File: src/rtl/mux4_arb_pkg.sv
// Shared types for the 4-input round-robin mux arbiter.
//   NUM_REQ : number of requesters / mux data inputs
//   idx_t   : 2-bit requester index, also the {s1,s0} select encoding
//   state_t : arbiter FSM states
package mux4_arb_pkg;

    localparam int NUM_REQ = 4;

    typedef logic [1:0] idx_t;

    typedef enum logic [1:0] {
        IDLE = 2'd0,
        OWN  = 2'd1,
        GAP  = 2'd2
    } state_t;

endpackage

File: src/rtl/rr_pick.sv
// Combinational round-robin picker.
//   req   : request vector, bit i = requester i
//   ptr   : index searched first; the search continues ptr+1, ptr+2, ... mod 4
//   found : at least one request is active
//   idx   : first active requester in search order (equals ptr when none found)
module rr_pick
    import mux4_arb_pkg::*;
(
    input  logic [NUM_REQ-1:0] req,
    input  idx_t               ptr,
    output logic               found,
    output idx_t               idx
);

    idx_t cand;

    // NOTE: every variable assigned in this block gets a value before any
    // condition, so no path leaves it holding state and no latch is inferred.
    always_comb begin
        found = 1'b0;
        idx   = ptr;
        cand  = ptr;
        for (int i = 0; i < NUM_REQ; i++) begin
            // 2-bit addition wraps naturally, giving the mod-4 search order.
            cand = ptr + idx_t'(i);
            if (!found && req[cand]) begin
                found = 1'b1;
                idx   = cand;
            end
        end
    end

endmodule

File: src/rtl/mux4_rr_arb.sv
// Round-robin arbiter owning the selects of a shared 4:1 mux.
// A winner keeps the mux for at most MAX_HOLD cycles (or until it drops its
// request), then a one-cycle all-zero gap separates it from the next owner.
//   clk  : clock, all state changes on the rising edge
//   rst  : asynchronous active-high reset
//   req  : request lines, bit i asks for mux input d_i
//   gnt  : one-hot grant, or zero when nobody owns the mux
//   s0   : mux select bit 0 (owner index LSB)
//   s1   : mux select bit 1 (owner index MSB)
//   busy : high while gnt is nonzero
module mux4_rr_arb
    import mux4_arb_pkg::*;
#(
    parameter int MAX_HOLD = 8
) (
    input  logic               clk,
    input  logic               rst,
    input  logic [NUM_REQ-1:0] req,
    output logic [NUM_REQ-1:0] gnt,
    output logic               s0,
    output logic               s1,
    output logic               busy
);

    localparam int            CW   = $clog2(MAX_HOLD + 1);
    localparam logic [CW-1:0] LAST = CW'(MAX_HOLD - 1);

    state_t        state, state_nxt;
    idx_t          owner, owner_nxt;
    idx_t          ptr, ptr_nxt;
    logic [CW-1:0] cnt, cnt_nxt;
    logic          found;
    idx_t          pick;

    rr_pick u_pick (
        .req   (req),
        .ptr   (ptr),
        .found (found),
        .idx   (pick)
    );

    // NOTE: state registers use non-blocking assignments so every flop
    // samples the values from before the edge, independent of block order.
    always_ff @(posedge clk or posedge rst) begin
        if (rst) begin
            state <= IDLE;
            owner <= '0;
            ptr   <= '0;
            cnt   <= '0;
        end else begin
            state <= state_nxt;
            owner <= owner_nxt;
            ptr   <= ptr_nxt;
            cnt   <= cnt_nxt;
        end
    end

    always_comb begin
        state_nxt = state;
        owner_nxt = owner;
        ptr_nxt   = ptr;
        cnt_nxt   = cnt;
        unique case (state)
            IDLE, GAP: begin
                if (found) begin
                    state_nxt = OWN;
                    owner_nxt = pick;
                    cnt_nxt   = '0;
                end else begin
                    state_nxt = IDLE;
                end
            end
            OWN: begin
                // Request drop and timeout share one release path, so a
                // coincidence still yields a single gap and one ptr step.
                if (!req[owner] || cnt == LAST) begin
                    state_nxt = GAP;
                    ptr_nxt   = owner + idx_t'(1);
                    cnt_nxt   = '0;
                end else begin
                    cnt_nxt = cnt + 1'b1;
                end
            end
            default: state_nxt = IDLE;
        endcase
    end

    // Owner is only reloaded on a grant, so the selects hold their last
    // value through GAP and IDLE.
    assign gnt  = (state == OWN) ? (NUM_REQ'(1) << owner) : '0;
    assign s0   = owner[0];
    assign s1   = owner[1];
    assign busy = (state == OWN);

endmodule
File: config.mk
export PLATFORM = sky130hd
export DESIGN_NAME = mux4_rr_arb
export DESIGN_NICKNAME = d
export VERILOG_FILES = /design/src/rtl/mux4_arb_pkg.sv /design/src/rtl/rr_pick.sv /design/src/rtl/mux4_rr_arb.sv
export SDC_FILE = /design/constraint.sdc
export NUM_CORES = 1
export LEC_CHECK = 0
export BUFFER_PORTS_ARGS = -buffer_cell sky130_fd_sc_hd__buf_2
export CORE_MARGIN = 4
export CORE_UTILIZATION = 45
export DETAILED_ROUTE_END_ITERATION = 12
export GPL_TIMING_DRIVEN = 0
export MAX_ROUTING_LAYER = met4
export PLACE_DENSITY_LB_ADDON = 0.12
export SETUP_SLACK_MARGIN = 0.3
export SKIP_CTS_REPAIR_TIMING = 1
export SYNTH_ARGS = -nofsm -noshare
export SYNTH_HDL_FRONTEND = slang
export SYNTH_SLANG_ARGS = --single-unit
File: constraint.sdc
create_clock -name clk -period 3.3 [get_ports clk]
set_input_delay 0.165 -clock clk [delete_from_list [all_inputs] [get_ports clk]]
set_output_delay 0.165 -clock clk [all_outputs]
set_load 0.05 [all_outputs]
==> flow_metrics.py <==
metrics = {
    "routing": {
        "drt-met1-wl_um": 569,
        "dr.pass1.iters": 4,
        "wl_per_cell_um": 12.5,
        "vias_per_cell": 5.15,
        "drc": 0,
        "drt_iter0_markers": 5,
        "drtAntennaViolNets": 0,
        "route.met3.wl_um": 55,
        "drt-total-wl_mm": 1.16,
        "vias": 479,
        "wl_met2_um": 511,
        "routed.top_layer": "met4",
    },
    "synthesis": {
        "syn_nets": 72,
        "syn_area_per_cell_um2": 10.3,
        "yosys.area.top_type": "dfrtp_1",
        "ys_top_cells_by_area": "dfrtp_1, ha_1, inv_1",
        "synth_top_area_share_pct": 39.9,
        "synth.distinct_cells": 26,
        "synth_area_um2": 627,
        "netlist_instances": 61,
        "ys_seq_area_share_pct": 39.9,
        "yosys_warnings": 0,
        "synth-seq-cells": 10,
    },
    "cts": {
        "cts_htree_levels": 1,
        "cts_sinks": 10,
        "cts_buffer_depth": 2,
        "cts_tree": "done",
        "numCtsBuffers": 3,
        "clkTransAtPathRegs_ns": 0.06,
        "clk_latency_ns": 0.27,
        "clockRootBuffer": "clkbuf_4",
    },
    "global_route": {
        "grt-ovfl-total": 0,
        "grt_pass1_wl_mm": 1.97,
        "antenna_found_initial": 0,
        "grt_max_degree": 11,
        "grt_use_total_pct": 14.2,
        "grt_pass1_vias": 441,
    },
    "flow_run": {
        "drv_cap": 0,
    },
    "timing": {
        "setup_viol": 0,
        "slew_headroom_pct": 71.5,
        "tightest_slew_ns": 0.424,
        "timing.final.crit_period_ns": 1.73,
        "finalCritPeriodShare_pct": 52.5,
        "skew_ns": 0.00182,
        "slew_viol_final": 0,
        "rsz0062_at_grt": "false",
        "hold_viol_final": 0,
        "timing.fmax_mhz": 577,
        "fin_setup_tns_ns": 0,
    },
    "place": {
        "gpl.final_weighted_congestion": 0.781,
        "io_buffers": 12,
        "hpwl_um": 904,
        "place_inst": 88,
    },
    "setup_path": {
        "cp.required_ns": 3.46,
        "crit_type": "reg -> reg",
        "start_kind": "flip-flop",
        "end_kind": "flip-flop",
        "critPathMaxFanout": 5,
        "crit_arrival_ns": 1.89,
    },
    "finish": {
        "mostFrequentLayoutCell": "buf_2",
        "drive_gt1_share_pct": 29.5,
        "finalCoreUtilization_pct": 57.8,
        "fillers": 114,
        "area_growth_syn_to_layout_pct": 20.0,
        "final_nets": 90,
        "layout.cells.non_filler": 93,
        "final_cell_mix": "buf_2, dfrtp_1, inv_1",
        "antenna_cells": 0,
    },
    "floorplanning": {
        "pin_count": 13,
        "die_y_um": 45.3,
        "coreArea_um2": 1300,
        "die_area_um2": 2050,
        "dieWidth_um": 45.3,
        "placementRows": 13,
        "start_util_pct": 48.2,
    },
    "power_and_ir_drop": {
        "total_power_mw": 0.735,
        "ir_drop_mv": 0.526,
        "p_per_area_nw_per_um2": 978,
        "leakagePower_nw": 0.376,
        "seqPwrFrac_pct": 28.8,
        "p_comb_share_pct": 56.3,
        "p_clk_share_pct": 15.0,
        "swShare_pct": 47.5,
        "p_switching_mw": 0.349,
        "intPower_mw": 0.386,
    },
    "worst_hold_path": {
        "hp-class": "in -> reg",
    },
    "run_status": {
        "status": "finished, final reports clean",
    },
}
==> cells by family (layout without fill, tap and decap cells) <==
family | Yosys count | in the layout | synth area share [%]
adders and majority gates | 5 | 5 | 9.98
AOI/OAI and AO/OA | 15 | 15 | 17.4
and+or+nand+nor | 18 | 18 | 17.0
buffers and inverters | 8 | 25 | 4.79
DFF | 10 | 10 | 39.9
muxes | 5 | 5 | 11.0
==> through the flow <==
step	setup WS (ns)	hold slack (ns)	cell area, µm²
2_1_floorplan	1.32	0.00518	627
3_3_place_gp	1.56	0.160	706
3_5_place_dp	1.56	0.157	706
4_1_cts	1.55	-0.140	742
5_1_grt	1.46	0.266	752
6_report	1.57	0.238	752
==> worst max-delay path, stage by stage (launching register included) <==
cell     delay (ns)
dfrtp_1        0.42
mux4_2         0.58
o21a_4         0.16
nor2b_4        0.15
mux2_4         0.31
==> power by group through the flow <==
stage	Combinational (mW)	Sequential, mW	Clock, mW
floorplan	0.295	0.245	0
global placement	0.413	0.214	0
detailed placement	0.415	0.215	0
CTS	0.416	0.213	0.114
global route	0.452	0.223	0.121
finish	0.414	0.212	0.110
==> synthesized netlist by cell type, drive strengths merged <==
cell type	count
o32ai	1
inv	7
a21oi	1
ha	5
and3	2
nand3	1
mux2	2
nand2	5
o31ai	2
dfrtp	10
a32o	1
o21a	1
nor2	2
clkbuf	1
a221oi	2
o21ai	5
nor2b	1
nor4	1
or2b	1
and2	4
and2b	1
mux2i	2
mux4	1
o22ai	1
a31oi	1
==> final timing paths <==
path / startpoint / end / slack, ns / cells after the start
worst max-delay path: owner[1] / ptr[1] / 1.57 / 4
worst min-delay path: req[3] / owner[0] / 0.24 / 3
worst max register to register: owner[1] / ptr[1] / 1.57 / 4
worst min register to register: cnt[3] / cnt[3] / 0.51 / 1
max in group asynchronous: rst / owner[1] / 2.62 / 3
min in group asynchronous: rst / cnt[3] / 0.41 / 3
==> per-layer routing <==
metal | track usage (%) | up-vias
li1 | - | 254
met1 | 18.4 | 215
met2 | 18.6 | 6
met3 | 5.98 | 4
met4 | 7.02 | 0
met5 | - | -
==> sequential cells by signal, summed over array words and instances, names as in the netlist <==
signal and flops:
owner 2, ptr 2, state 2, cnt 4
==> area by class of cell <==
class                           instances  area [µm²]  share of cell area [%]
Timing Repair Buffer                   13        70.1                    9.32
Buffer                                  1        3.75                   0.499
Inverter                                7        26.3                    3.49
Multi-Input combinational cell         43         347                    46.1
Tap cell                               15        18.8                    2.50
Sequential cell                        10         250                    33.3
Clock buffer                            4        36.3                    4.83
(Power assumes the default switching activity.)
